==> src/rtl/grid_line_clear_pkg.sv <==
// Shared playfield constants for the grid clear engine, renderer and game controller.
package grid_line_clear_pkg;

    localparam int GRID_COLS   = 10;
    localparam int GRID_ROWS   = 20;
    localparam int CELL_W      = 8;
    localparam int GRID_ADDR_W = 8;
    localparam int LINES_W     = 5;

    localparam logic [CELL_W-1:0] CELL_EMPTY = '0;

endpackage

==> src/rtl/grid_line_clear_row_buffer.sv <==
// One grid row held in registers: indexed write, indexed read, and a row_full flag.
module grid_line_clear_row_buffer #(
    parameter int COLS       = 10,
    parameter int DATA_WIDTH = 8,
    parameter int IDX_W      = 4
) (
    input  logic                  clk,
    input  logic                  wr_en_i,
    input  logic [IDX_W-1:0]      wr_idx_i,
    input  logic [DATA_WIDTH-1:0] wr_data_i,
    input  logic [IDX_W-1:0]      rd_idx_i,
    output logic [DATA_WIDTH-1:0] rd_data_o,
    output logic                  row_full_o
);

    logic [COLS-1:0][DATA_WIDTH-1:0] cell_q;
    logic [COLS-1:0]                 occ;

    for (genvar g = 0; g < COLS; g++) begin : g_cell
        always_ff @(posedge clk) begin
            if (wr_en_i && (wr_idx_i == IDX_W'(g))) begin
                cell_q[g] <= wr_data_i;
            end
        end
        assign occ[g] = |cell_q[g];
    end

    always_comb begin
        rd_data_o = '0;
        for (int i = 0; i < COLS; i++) begin
            if (rd_idx_i == IDX_W'(i)) rd_data_o = cell_q[i];
        end
    end

    assign row_full_o = &occ;

endmodule

==> src/rtl/grid_line_clear.sv <==
// Bottom-up full-row removal pass over the playfield memory (port A master).
// Rows are compacted in place: src walks every row, dst only advances past kept rows.
module grid_line_clear
    import grid_line_clear_pkg::*;
#(
    parameter int COLS       = GRID_COLS,
    parameter int ROWS       = GRID_ROWS,
    parameter int DATA_WIDTH = CELL_W,
    parameter int ADDR_WIDTH = GRID_ADDR_W
) (
    input  logic                  clk,
    input  logic                  reset,
    input  logic                  start,
    output logic                  busy,
    output logic                  done,
    output logic [LINES_W-1:0]    lines_cleared,
    output logic [ADDR_WIDTH-1:0] mem_addr,
    output logic [DATA_WIDTH-1:0] mem_wdata,
    output logic                  mem_we,
    input  logic [DATA_WIDTH-1:0] mem_rdata
);

    localparam int COL_W = $clog2(COLS + 1);
    localparam int ROW_W = $clog2(ROWS);

    localparam logic [COL_W-1:0]        COL_END   = COL_W'(COLS);
    localparam logic [COL_W-1:0]        COL_LAST  = COL_W'(COLS - 1);
    localparam logic [COL_W-1:0]        COL_ONE   = COL_W'(1);
    localparam logic signed [ROW_W:0]   ROW_LAST  = (ROW_W + 1)'(ROWS - 1);
    localparam logic signed [ROW_W:0]   ROW_ONE   = (ROW_W + 1)'(1);
    localparam logic signed [ROW_W:0]   ROW_ZERO  = '0;
    localparam logic [ADDR_WIDTH-1:0]   BASE_LAST = ADDR_WIDTH'((ROWS - 1) * COLS);
    localparam logic [ADDR_WIDTH-1:0]   BASE_STEP = ADDR_WIDTH'(COLS);

    typedef enum logic [2:0] {S_IDLE, S_READ, S_CHECK, S_WRITE, S_ZERO, S_DONE} state_e;

    typedef struct packed {
        logic                  we;
        logic [ADDR_WIDTH-1:0] addr;
        logic [DATA_WIDTH-1:0] wdata;
    } mem_req_t;

    state_e                  state_q, state_d;
    logic [COL_W-1:0]        col_q, col_d;
    logic signed [ROW_W:0]   src_row_q, src_row_d, dst_row_q, dst_row_d;
    logic [ADDR_WIDTH-1:0]   src_base_q, src_base_d, dst_base_q, dst_base_d;
    logic [LINES_W-1:0]      cnt_q, cnt_d, lines_q, lines_d;
    logic                    rd_vld_q;

    mem_req_t                req;
    logic                    rd_issue, step_src, step_dst;
    logic                    buf_we, row_full;
    logic [DATA_WIDTH-1:0]   buf_rd;

    grid_line_clear_row_buffer #(
        .COLS       (COLS),
        .DATA_WIDTH (DATA_WIDTH),
        .IDX_W      (COL_W)
    ) u_row_buf (
        .clk        (clk),
        .wr_en_i    (buf_we),
        .wr_idx_i   (col_q - COL_ONE),
        .wr_data_i  (mem_rdata),
        .rd_idx_i   (col_q),
        .rd_data_o  (buf_rd),
        .row_full_o (row_full)
    );

    always_comb begin
        state_d    = state_q;
        col_d      = col_q;
        src_row_d  = src_row_q;
        dst_row_d  = dst_row_q;
        src_base_d = src_base_q;
        dst_base_d = dst_base_q;
        cnt_d      = cnt_q;
        lines_d    = lines_q;
        req        = '0;
        rd_issue   = 1'b0;
        step_src   = 1'b0;
        step_dst   = 1'b0;
        // Read data for the address issued last cycle lands in slot col-1.
        buf_we     = rd_vld_q;

        unique case (state_q)
            S_IDLE: begin
                if (start) begin
                    state_d    = S_READ;
                    col_d      = '0;
                    src_row_d  = ROW_LAST;
                    dst_row_d  = ROW_LAST;
                    src_base_d = BASE_LAST;
                    dst_base_d = BASE_LAST;
                    cnt_d      = '0;
                end
            end
            S_READ: begin
                if (col_q != COL_END) begin
                    rd_issue = 1'b1;
                    req.addr = src_base_q + ADDR_WIDTH'(col_q);
                    col_d    = col_q + COL_ONE;
                end else begin
                    state_d = S_CHECK;
                    col_d   = '0;
                end
            end
            S_CHECK: begin
                if (row_full) begin
                    cnt_d    = cnt_q + LINES_W'(1);
                    step_src = 1'b1;
                end else if (src_row_q == dst_row_q) begin
                    step_src = 1'b1;
                    step_dst = 1'b1;
                end else begin
                    state_d = S_WRITE;
                end
            end
            S_WRITE: begin
                req.we    = 1'b1;
                req.addr  = dst_base_q + ADDR_WIDTH'(col_q);
                req.wdata = buf_rd;
                if (col_q == COL_LAST) begin
                    col_d    = '0;
                    step_src = 1'b1;
                    step_dst = 1'b1;
                end else begin
                    col_d = col_q + COL_ONE;
                end
            end
            S_ZERO: begin
                req.we    = 1'b1;
                req.addr  = dst_base_q + ADDR_WIDTH'(col_q);
                req.wdata = DATA_WIDTH'(CELL_EMPTY);
                if (col_q == COL_LAST) begin
                    col_d      = '0;
                    dst_row_d  = dst_row_q - ROW_ONE;
                    dst_base_d = dst_base_q - BASE_STEP;
                    if (dst_row_q == ROW_ZERO) state_d = S_DONE;
                end else begin
                    col_d = col_q + COL_ONE;
                end
            end
            S_DONE:  state_d = S_IDLE;
            default: state_d = S_IDLE;
        endcase

        if (step_src) begin
            src_row_d  = src_row_q - ROW_ONE;
            src_base_d = src_base_q - BASE_STEP;
        end
        if (step_dst) begin
            dst_row_d  = dst_row_q - ROW_ONE;
            dst_base_d = dst_base_q - BASE_STEP;
        end
        // Sign bit set means the row pointer has moved above row 0.
        if (step_src || step_dst) begin
            if (src_row_d[ROW_W]) state_d = dst_row_d[ROW_W] ? S_DONE : S_ZERO;
            else                  state_d = S_READ;
        end

        if ((state_d == S_DONE) && (state_q != S_DONE)) lines_d = cnt_d;
    end

    always_ff @(posedge clk) begin
        if (reset) begin
            state_q    <= S_IDLE;
            col_q      <= '0;
            src_row_q  <= '0;
            dst_row_q  <= '0;
            src_base_q <= '0;
            dst_base_q <= '0;
            cnt_q      <= '0;
            lines_q    <= '0;
            rd_vld_q   <= 1'b0;
        end else begin
            state_q    <= state_d;
            col_q      <= col_d;
            src_row_q  <= src_row_d;
            dst_row_q  <= dst_row_d;
            src_base_q <= src_base_d;
            dst_base_q <= dst_base_d;
            cnt_q      <= cnt_d;
            lines_q    <= lines_d;
            rd_vld_q   <= rd_issue;
        end
    end

    assign busy          = (state_q != S_IDLE);
    assign done          = (state_q == S_DONE);
    assign lines_cleared = lines_q;
    assign mem_we        = req.we;
    assign mem_addr      = req.addr;
    assign mem_wdata     = req.wdata;

endmodule

==> config.mk <==
export PLATFORM = sky130hd
export DESIGN_NAME = grid_line_clear
export DESIGN_NICKNAME = d
export VERILOG_FILES = /design/src/rtl/grid_line_clear_pkg.sv /design/src/rtl/grid_line_clear_row_buffer.sv /design/src/rtl/grid_line_clear.sv
export SDC_FILE = /design/constraint.sdc
export NUM_CORES = 1
export LEC_CHECK = 0
export ABC_AREA = 1
export CAP_MARGIN = 10
export CORE_ASPECT_RATIO = 0.7
export CORE_MARGIN = 8
export CORE_UTILIZATION = 40
export CTS_BUF_LIST = sky130_fd_sc_hd__clkbuf_4
export DETAILED_ROUTE_END_ITERATION = 16
export PLACE_DENSITY = 0.69
export SLEW_MARGIN = 30
export SYNTH_ARGS = -nofsm -noshare
export SYNTH_HDL_FRONTEND = slang
export SYNTH_SLANG_ARGS = --single-unit
==> constraint.sdc <==
create_clock -name clk -period 2.65 [get_ports clk]
set_input_delay 0.6625 -clock clk [delete_from_list [all_inputs] [get_ports clk]]
set_output_delay 0.6625 -clock clk [all_outputs]
set_load 0.01 [all_outputs]
==> results of run 1 <==
[state kept, by name, indices dropped and copies added, names as in the netlist]
name / count
dst_base_q: 7
u_row_buf.cell_q: 80
dst_row_q: 6
col_q: 4
src_base_q: 7
state_q: 3
lines_cleared: 5
cnt_q: 5
src_row_q: 6
buf_we: 1
[synth_stat cells (11+ instances only)]
library cell	n	area [um^2]
inv_1	115	432
nand2_1	113	424
nor2_1	104	390
edfxtp_1	80	2400
nand3_1	47	235
o21ai_0	47	235
dfxtp_1	44	881
a21oi_1	32	160
nor3_1	15	75.1
nand4_1	13	81.3
ha_1	12	150
xor2_1	11	96.3
[power breakdown]
group | internal (mW) | total [mW] | switching, mW
logic | 0.183 | 0.447 | 0.264
clock network | 0.787 | 1.62 | 0.837
registers | 2.08 | 2.12 | 0.0342
[stage by stage]
step | hold slack, ps | std cells
2_1_floorplan | 449 | 729
3_3_place_gp | 475 | 1010
3_5_place_dp | 483 | 1010
4_1_cts | 501 | 1047
5_1_grt | 526 | 1049
6_report | 492 | 1049
[per-layer routing]
layer  part of all wire [%]  vias to the layer above  routed length [um]  global-route usage (%)
met3                    7.1                       14                1150                    3.41
met2                     41                      183                6660                    23.5
li1                       -                     2660                   -                       -
met1                     51                     2453                8250                    23.9
met4                   0.91                        0                 147                    5.89
met5                      0                        -                   0                       0
[cells by family (layout without fill, tap and decap cells)]
| logic type | count (synthesis) | after routing | share of synthesized area (%) |
|---|---|---|---|
| flops | 124 | 124 | 52.2 |
| simple gates | 326 | 326 | 24.2 |
| fa+ha+maj | 12 | 12 | 2.39 |
| compound gates | 120 | 120 | 11.1 |
| buf+inv | 134 | 254 | 8.30 |
| xor+xnor | 13 | 13 | 1.81 |
[layout make-up]
cell class                      instances  share of cell area [%]
Clock buffer                           17                    1.59
Clock inverter                         15                    2.77
Inverter                              125                    5.86
Multi-Input combinational cell        471                    35.8
Sequential cell                       124                    41.0
Tap cell                              200                    3.11
Timing Repair Buffer                   97                    9.95
[tightest hold or removal path: stages, from the launching register on]
cell	delay, ps
dfxtp_1	350
nand2_1	60
a21oi_1	50
[worst max-delay path by stage]
| stage | startpoint | to | slack, ps | cells past startpoint |
|---|---|---|---|---|
| after detailed placement | col_q[2] | mem_wdata[2] | -250 | 9 |
| final | col_q[0] | mem_wdata[2] | -220 | 9 |
| after global routing | col_q[2] | mem_addr[7] | -390 | 11 |
| after CTS | col_q[2] | mem_addr[6] | -300 | 12 |
| after global placement | col_q[2] | mem_wdata[2] | -270 | 9 |
| after floorplan | col_q[1] | mem_addr[7] | 360 | 10 |
[timing repair]
item | in CTS | in global routing
endpoints found under the setup margin | 17 | 17
buffers inserted | 5 | 2
pin swaps | 33 | 23
cloned | 0 | 0
gates resized for setup | 140 | 49
hold buffers | 0 | 0
==> run metrics, run 1 <==
status=complete, but fails checks; violated checks=setup timing; final instance area=8050 um^2; skew final=18.0 ps; placed cell area=7270 um^2; Sum Neg Setup Slack=-2370 ps; vias in the first global route=5134; commonest non-fill, non-tap cells in the layout=nand2_1, inv_1, nor2_1, edfxtp_1, buf_4; final setup fails=13; DIE AREA=20000 um^2; CP Capture Type=primary output; CTS H-tree lvls=4; total wire length=16200 um; ys async rst share=0%; drt first pass iters=5; Least-Margin Pin Slew=768 ps; crit-path max FO=8; worst r2r path cells=12; Hold Path Class=reg2reg; Final min period=2870 ps; Die Height=121 um; Setup Slack @ Placement=-249 ps; Vias/cell=5.06; CP Class=reg2out; worst vdd ir=0.000221 V; Hold EP=dst_base_q[6]; period utilisation layout=108%; core area=15500 um^2; pin count of the biggest net entering global routing=20; RSZ-0062 raised after global routing=yes; clk slew on worst S/H paths=120 ps; clk sinks=124; Residual DRC=0; clk_lat worst skew=540 ps; post-synthesis sequential area ratio=52.3%; # diodes=0; post-synthesis cell type count=47; Critical Path AT=2210 ps; CTS Root Cell=clkbuf_4; Port-buffer cells=34; CTS tree=yes; Syn Nets=752; slack of the worst reg-to-reg path=440 ps; Data required, critical path=1990 ps; io pins=35; GPL Wtd Cong=0.860; first-pass GRT wire length=26300 um; register area=3300 um^2; max-cap violations=0; slowest CP cell=dfxtp_2; Vias=5310; Detailed Place HPWL=11500 um; initial antenna violation count=0; Total Power=4.19 mW; num rows=38; clock buffer depth=2; Final Hold Fails=0; Worst Path Buf+Inv=3; initial cell density of the core=40.7%; Worst path max stage delay=360 ps; delay-heaviest family, CP=compound AO/OA/AOI/OAI gates; Hold Path Cell Cnt=2; layout cells sized above 1=27.0%; synthesis-to-layout area growth=28.1%; Cells after Synth=729; CP Launch Type=register; Static Leak=3.36 nW; synthesis-stage register bit count=124; area of the multi-input gates=2880 um^2; Setup WS post-layout=-224 ps; crit-path cells=buf_4, nand2_2, nor2_2, buf_6, a221oi_4, o21ai_2, nor3_2, o22ai_1, buf_2; final net count=859; cell area after synthesis=6280 um^2; fmax=0.348 GHz; pins over their slew limit=0; total grt overflow=0; ys flop type=edfxtp_1; Post-synth EDFFs=80; power per cell area=520 nW/um^2; remaining antenna violation count after routing=0; drt wl/cell=15.5 um; # fillers=1392; Slew headroom=48.6%; Mapped Avg Cell Area=8.62 um^2; most common cell after layout, fill and taps aside=nand2_1; yosys warns=0; gr usage total=16.4%; HP Start=dst_base_q[6]; Reg2Reg Launch Point=u_row_buf.cell_q[17]; chip width=166 um; worst r2r dst=src_base_q[2]; CTS buffer count=17; Layout Utilization=52.1%; DRT iter0 DRCs=363
Power figures use the tool's default switching activity.
==> run 2: changes to the inputs <==
--- a/config.mk
+++ b/config.mk
@@ -12,7 +12,7 @@
 export CORE_UTILIZATION = 40
 export CTS_BUF_LIST = sky130_fd_sc_hd__clkbuf_4
 export DETAILED_ROUTE_END_ITERATION = 16
-export PLACE_DENSITY = 0.69
+export PLACE_DENSITY = 0.71
 export SLEW_MARGIN = 30
 export SYNTH_ARGS = -nofsm -noshare
 export SYNTH_HDL_FRONTEND = slang
==> constraint.sdc (replaced) <==
create_clock -name clk -period 2.4 [get_ports clk]
set_input_delay 0.6 -clock clk [delete_from_list [all_inputs] [get_ports clk]]
set_output_delay 0.6 -clock clk [all_outputs]
set_load 0.01 [all_outputs]
==> run metrics, run 2 (synthesis gave the netlist of run 1 again) <==
Critical Path AT=2280 ps; Least-Margin Pin Slew=677 ps; drt wl/cell=16.2 um; Sum Neg Setup Slack=-5260 ps; Clock Power Share=32.5%; first-pass GRT wire length=27000 um; final setup fails=15; Final min period=2880 ps; clock buffer depth=2; biggest regs=u_row_buf.cell_q (80), dst_base_q (7), src_base_q (7); Data required, critical path=1800 ps; period utilisation layout=120%; Logic pwr share=12.4%; RSZ-0062 raised after global routing=yes; final net count=879; vias in the first global route=5159; worst vdd ir=0.000281 V; Hold Buf Count CTS=0; initial antenna violation count=0; crit-path max FO=8; skew final=25.6 ps; layout cells sized above 1=31.3%; clk_lat worst skew=550 ps; total grt overflow=0; register share of total power=55.1%; violated checks=setup timing; clk sinks=124; gr usage total=17.0%; CTS H-tree lvls=4; commonest non-fill, non-tap cells in the layout=inv_1, nand2_1, nor2_1, edfxtp_1, buf_4; chip width=166 um; power per cell area=518 nW/um^2; drt first pass iters=4; CP Capture Type=primary output; num rows=38; pins over their slew limit=0; total wire length=17400 um; Net Switching=1.29 mW; Detailed Place HPWL=12100 um; most common cell after layout, fill and taps aside=inv_1; CTS Root Cell=clkbuf_4; Vias/cell=5.16; max reg flops=80; placed cell area=7370 um^2; remaining antenna violation count after routing=0; Die Height=121 um; io pins=35; Port-buffer cells=34; Setup WS post-layout=-482 ps; pin count of the biggest net entering global routing=20; Vias=5518; max-cap violations=0; core area=15500 um^2; fmax=0.347 GHz; Slew headroom=54.7%; Int Pwr=2.97 mW; CTS tree=yes; # diodes=0; CP Launch Type=register; Static Leak=3.40 nW; Final Hold Fails=0; status=complete, but fails checks; synthesis-to-layout area growth=30.7%; clk slew on worst S/H paths=130 ps; DIE AREA=20000 um^2; DRT iter0 DRCs=549; Residual DRC=0; CTS buffer count=17; Total Power=4.25 mW; GPL Wtd Cong=0.916; initial cell density of the core=40.7%; # fillers=1332; Hold Path Class=reg2reg; Net Sw Frac=30.3%; final instance area=8210 um^2; CP Class=reg2out; Reg with most FFs=u_row_buf.cell_q
[run 2: through the flow]
stage	hold slack [ps]	utilization [%]	instances	setup WS, ps
after floorplan	449	-	729	177
after global placement	478	47.7	1027	-551
after detailed placement	476	47.7	1027	-556
after CTS	496	51.5	1065	-506
after global routing	520	53.1	1069	-593
final	505	53.1	1069	-482
[run 2: per-layer routing]
layer	track usage (%)	vias up	share of wire [%]	wire [um]
met1	24.6	2571	48	8270
met4	3.96	0	1.3	230
li1	-	2705	-	-
met5	0	-	0	0
met3	4.06	20	8.0	1390
met2	25.0	222	43	7480
[run 2: power by group through the flow]
stage | registers (mW) | logic, mW | clock network, mW
3_3_place_gp | 2.39 | 0.434 | 0
3_5_place_dp | 2.39 | 0.443 | 0
6_report | 2.35 | 0.526 | 1.38
4_1_cts | 2.34 | 0.485 | 1.40
5_1_grt | 2.35 | 0.576 | 1.49
2_1_floorplan | 2.38 | 0.261 | 0
[run 2: worst paths after layout]
kind	from	endpoint	slack [ps]	cells past startpoint
worst min-delay path	src_base_q[7]	src_base_q[7]	500	2
worst max register to register	col_q[1]	src_row_q[0]	220	12
worst min register to register	src_base_q[7]	src_base_q[7]	500	2
worst max-delay path	col_q[3]	mem_addr[5]	-480	10
[run 2: worst max-delay path, stage by stage (launching register included)]
cell     delay, ps
dfxtp_4        420
ha_4           280
inv_2           40
nor2_2         110
inv_2           60
a21oi_4        130
buf_4          130
buf_4           90
nor2_1          30
o32ai_1        260
buf_2          180
[run 2: cell type report]
type	instances	area (um^2)	share of cell area, %
clock buffer	17	128	1.55
clock inverter	15	126	1.54
inverter	125	479	5.84
multi-input combinational	471	2990	36.4
sequential	124	3310	40.3
tap	200	250	3.05
timing repair buffer	117	936	11.4
[run 2: what timing repair did]
item                                    CTS  global route
resized for setup                       175            61
setup buffers                             7             4
pin swaps                                28            34
endpoints found under the setup margin   19            18
==> run 3: changes to the inputs <==
--- a/config.mk
+++ b/config.mk
@@ -12,7 +12,7 @@
 export CORE_UTILIZATION = 40
 export CTS_BUF_LIST = sky130_fd_sc_hd__clkbuf_4
 export DETAILED_ROUTE_END_ITERATION = 16
-export PLACE_DENSITY = 0.71
+export PLACE_DENSITY = 0.7
 export SLEW_MARGIN = 30
 export SYNTH_ARGS = -nofsm -noshare
 export SYNTH_HDL_FRONTEND = slang
==> run metrics, run 3 (synthesis gave the netlist of run 1 again) <==
skew final=20.5 ps; clock buffer depth=2; total wire length=16800 um; core area=15500 um^2; final instance area=8190 um^2; Data required, critical path=1800 ps; DIE AREA=20000 um^2; Critical Path AT=2250 ps; Detailed Place HPWL=11800 um; clk slew on worst S/H paths=120 ps; HP Start=dst_base_q[6]; Hold EP=dst_base_q[6]; gr usage total=16.7%; worst r2r dst=src_base_q[1]; fmax=0.350 GHz; CP Capture Type=primary output; period utilisation layout=119%; Final Hold Fails=0; worst vdd ir=0.000227 V; worst r2r path cells=13; RSZ-0062 raised after global routing=yes; status=complete, but fails checks; final setup fails=15; CP Launch Type=register; layout cells sized above 1=31.5%; Layout Utilization=53.0%; # diodes=0; Reg with most FFs=u_row_buf.cell_q; placed cell area=7350 um^2; Hold Path Class=reg2reg; vias in the first global route=5245; CTS Root Cell=clkbuf_4; slack of the worst reg-to-reg path=170 ps; pin count of the biggest net entering global routing=20; Hold Path Cell Cnt=2; DRT iter0 DRCs=432; Reg2Reg Launch Point=u_row_buf.cell_q[3]; violated checks=setup timing; Final min period=2850 ps; total grt overflow=0; CTS H-tree lvls=4; pins over their slew limit=0; Slew headroom=53.1%; drt wl/cell=15.7 um; io pins=35; synthesis-to-layout area growth=30.4%; power per cell area=510 nW/um^2; most common cell after layout, fill and taps aside=nand2_1; remaining antenna violation count after routing=0; max-cap violations=0; max reg flops=80; GPL Wtd Cong=0.862; CTS buffer count=17; crit-path max FO=5; final net count=879; Vias/cell=5.18; Static Leak=3.41 nW; Residual DRC=0; clk_lat worst skew=540 ps; clk sinks=124; num rows=38; CTS tree=yes; Die Height=121 um; Vias=5537; Setup WS post-layout=-454 ps; Port-buffer cells=34; commonest non-fill, non-tap cells in the layout=nand2_1, inv_1, nor2_1, edfxtp_1, buf_4; Least-Margin Pin Slew=702 ps; first-pass GRT wire length=26600 um; chip width=166 um; initial antenna violation count=0; initial cell density of the core=40.7%; biggest regs=u_row_buf.cell_q (80), dst_base_q (7), src_base_q (7); CP Class=reg2out; drt first pass iters=5
==> run 3: worst max-delay path by stage <==
stage / depth (start not counted) / slack (ps) / to / from
4_1_cts: 11 / -510 / mem_addr[7] / col_q[2]
6_report: 11 / -450 / mem_addr[7] / col_q[2]
5_1_grt: 11 / -610 / mem_wdata[4] / col_q[2]
2_1_floorplan: 10 / 180 / mem_addr[7] / col_q[1]
3_3_place_gp: 9 / -460 / mem_wdata[2] / col_q[3]
3_5_place_dp: 11 / -500 / mem_addr[7] / col_q[1]
==> run 3: layout make-up <==
cell class | count | area [um^2]
Fill cell | 1360 | 7260
Sequential cell | 124 | 3300
Multi-Input combinational cell | 471 | 2970
Timing Repair Buffer | 117 | 936
Inverter | 125 | 488
Tap cell | 200 | 250
Clock buffer | 17 | 128
Clock inverter | 15 | 116
==> run 3: metrics by stage <==
step | worst slack, ps | hold slack [ps] | setup TNS, ps | cells | power, mW
finish | -454 | 504 | -5150 | 1069 | 4.17
detailed placement | -495 | 480 | -5650 | 1023 | 2.83
CTS | -514 | 503 | -5400 | 1059 | 4.15
global route | -608 | 531 | -7110 | 1069 | 4.36
global placement | -462 | 479 | -5540 | 1023 | 2.82
floorplan | 177 | 449 | 0 | 729 | 2.64
==> run 3: repair_timing <==
item                                    in CTS  in global routing
endpoints found under the setup margin      19                 23
setup buffers                                5                 12
pin swaps                                   34                 29
gates resized for setup                    172                 66
hold endpoints to repair                     0                  0
hold buffers                                 0                  0
==> run 3: metal layers <==
metal	track usage (%)	vias up	part of all wire, %
met3	4.19	10	8.6
li1	-	2703	-
met1	23.9	2607	48
met2	24.4	217	43
met4	4.81	0	0.52
met5	0	-	0
==> run 3: worst max-delay path: stages, from the launching register on <==
cell	delay (ps)
dfxtp_4	400
ha_4	280
a21oi_2	50
nor2_1	110
inv_1	80
a21oi_2	180
inv_2	90
nor3_4	150
a21oi_1	80
o21ai_1	70
o21ai_1	80
buf_2	140
==> run 3: power by group <==
group          total [mW]  switching [mW]  internal (mW)
sequential           2.35          0.0448           2.30
combinational       0.527           0.308          0.220
clock                1.30           0.881          0.420
total                4.17            1.23           2.94
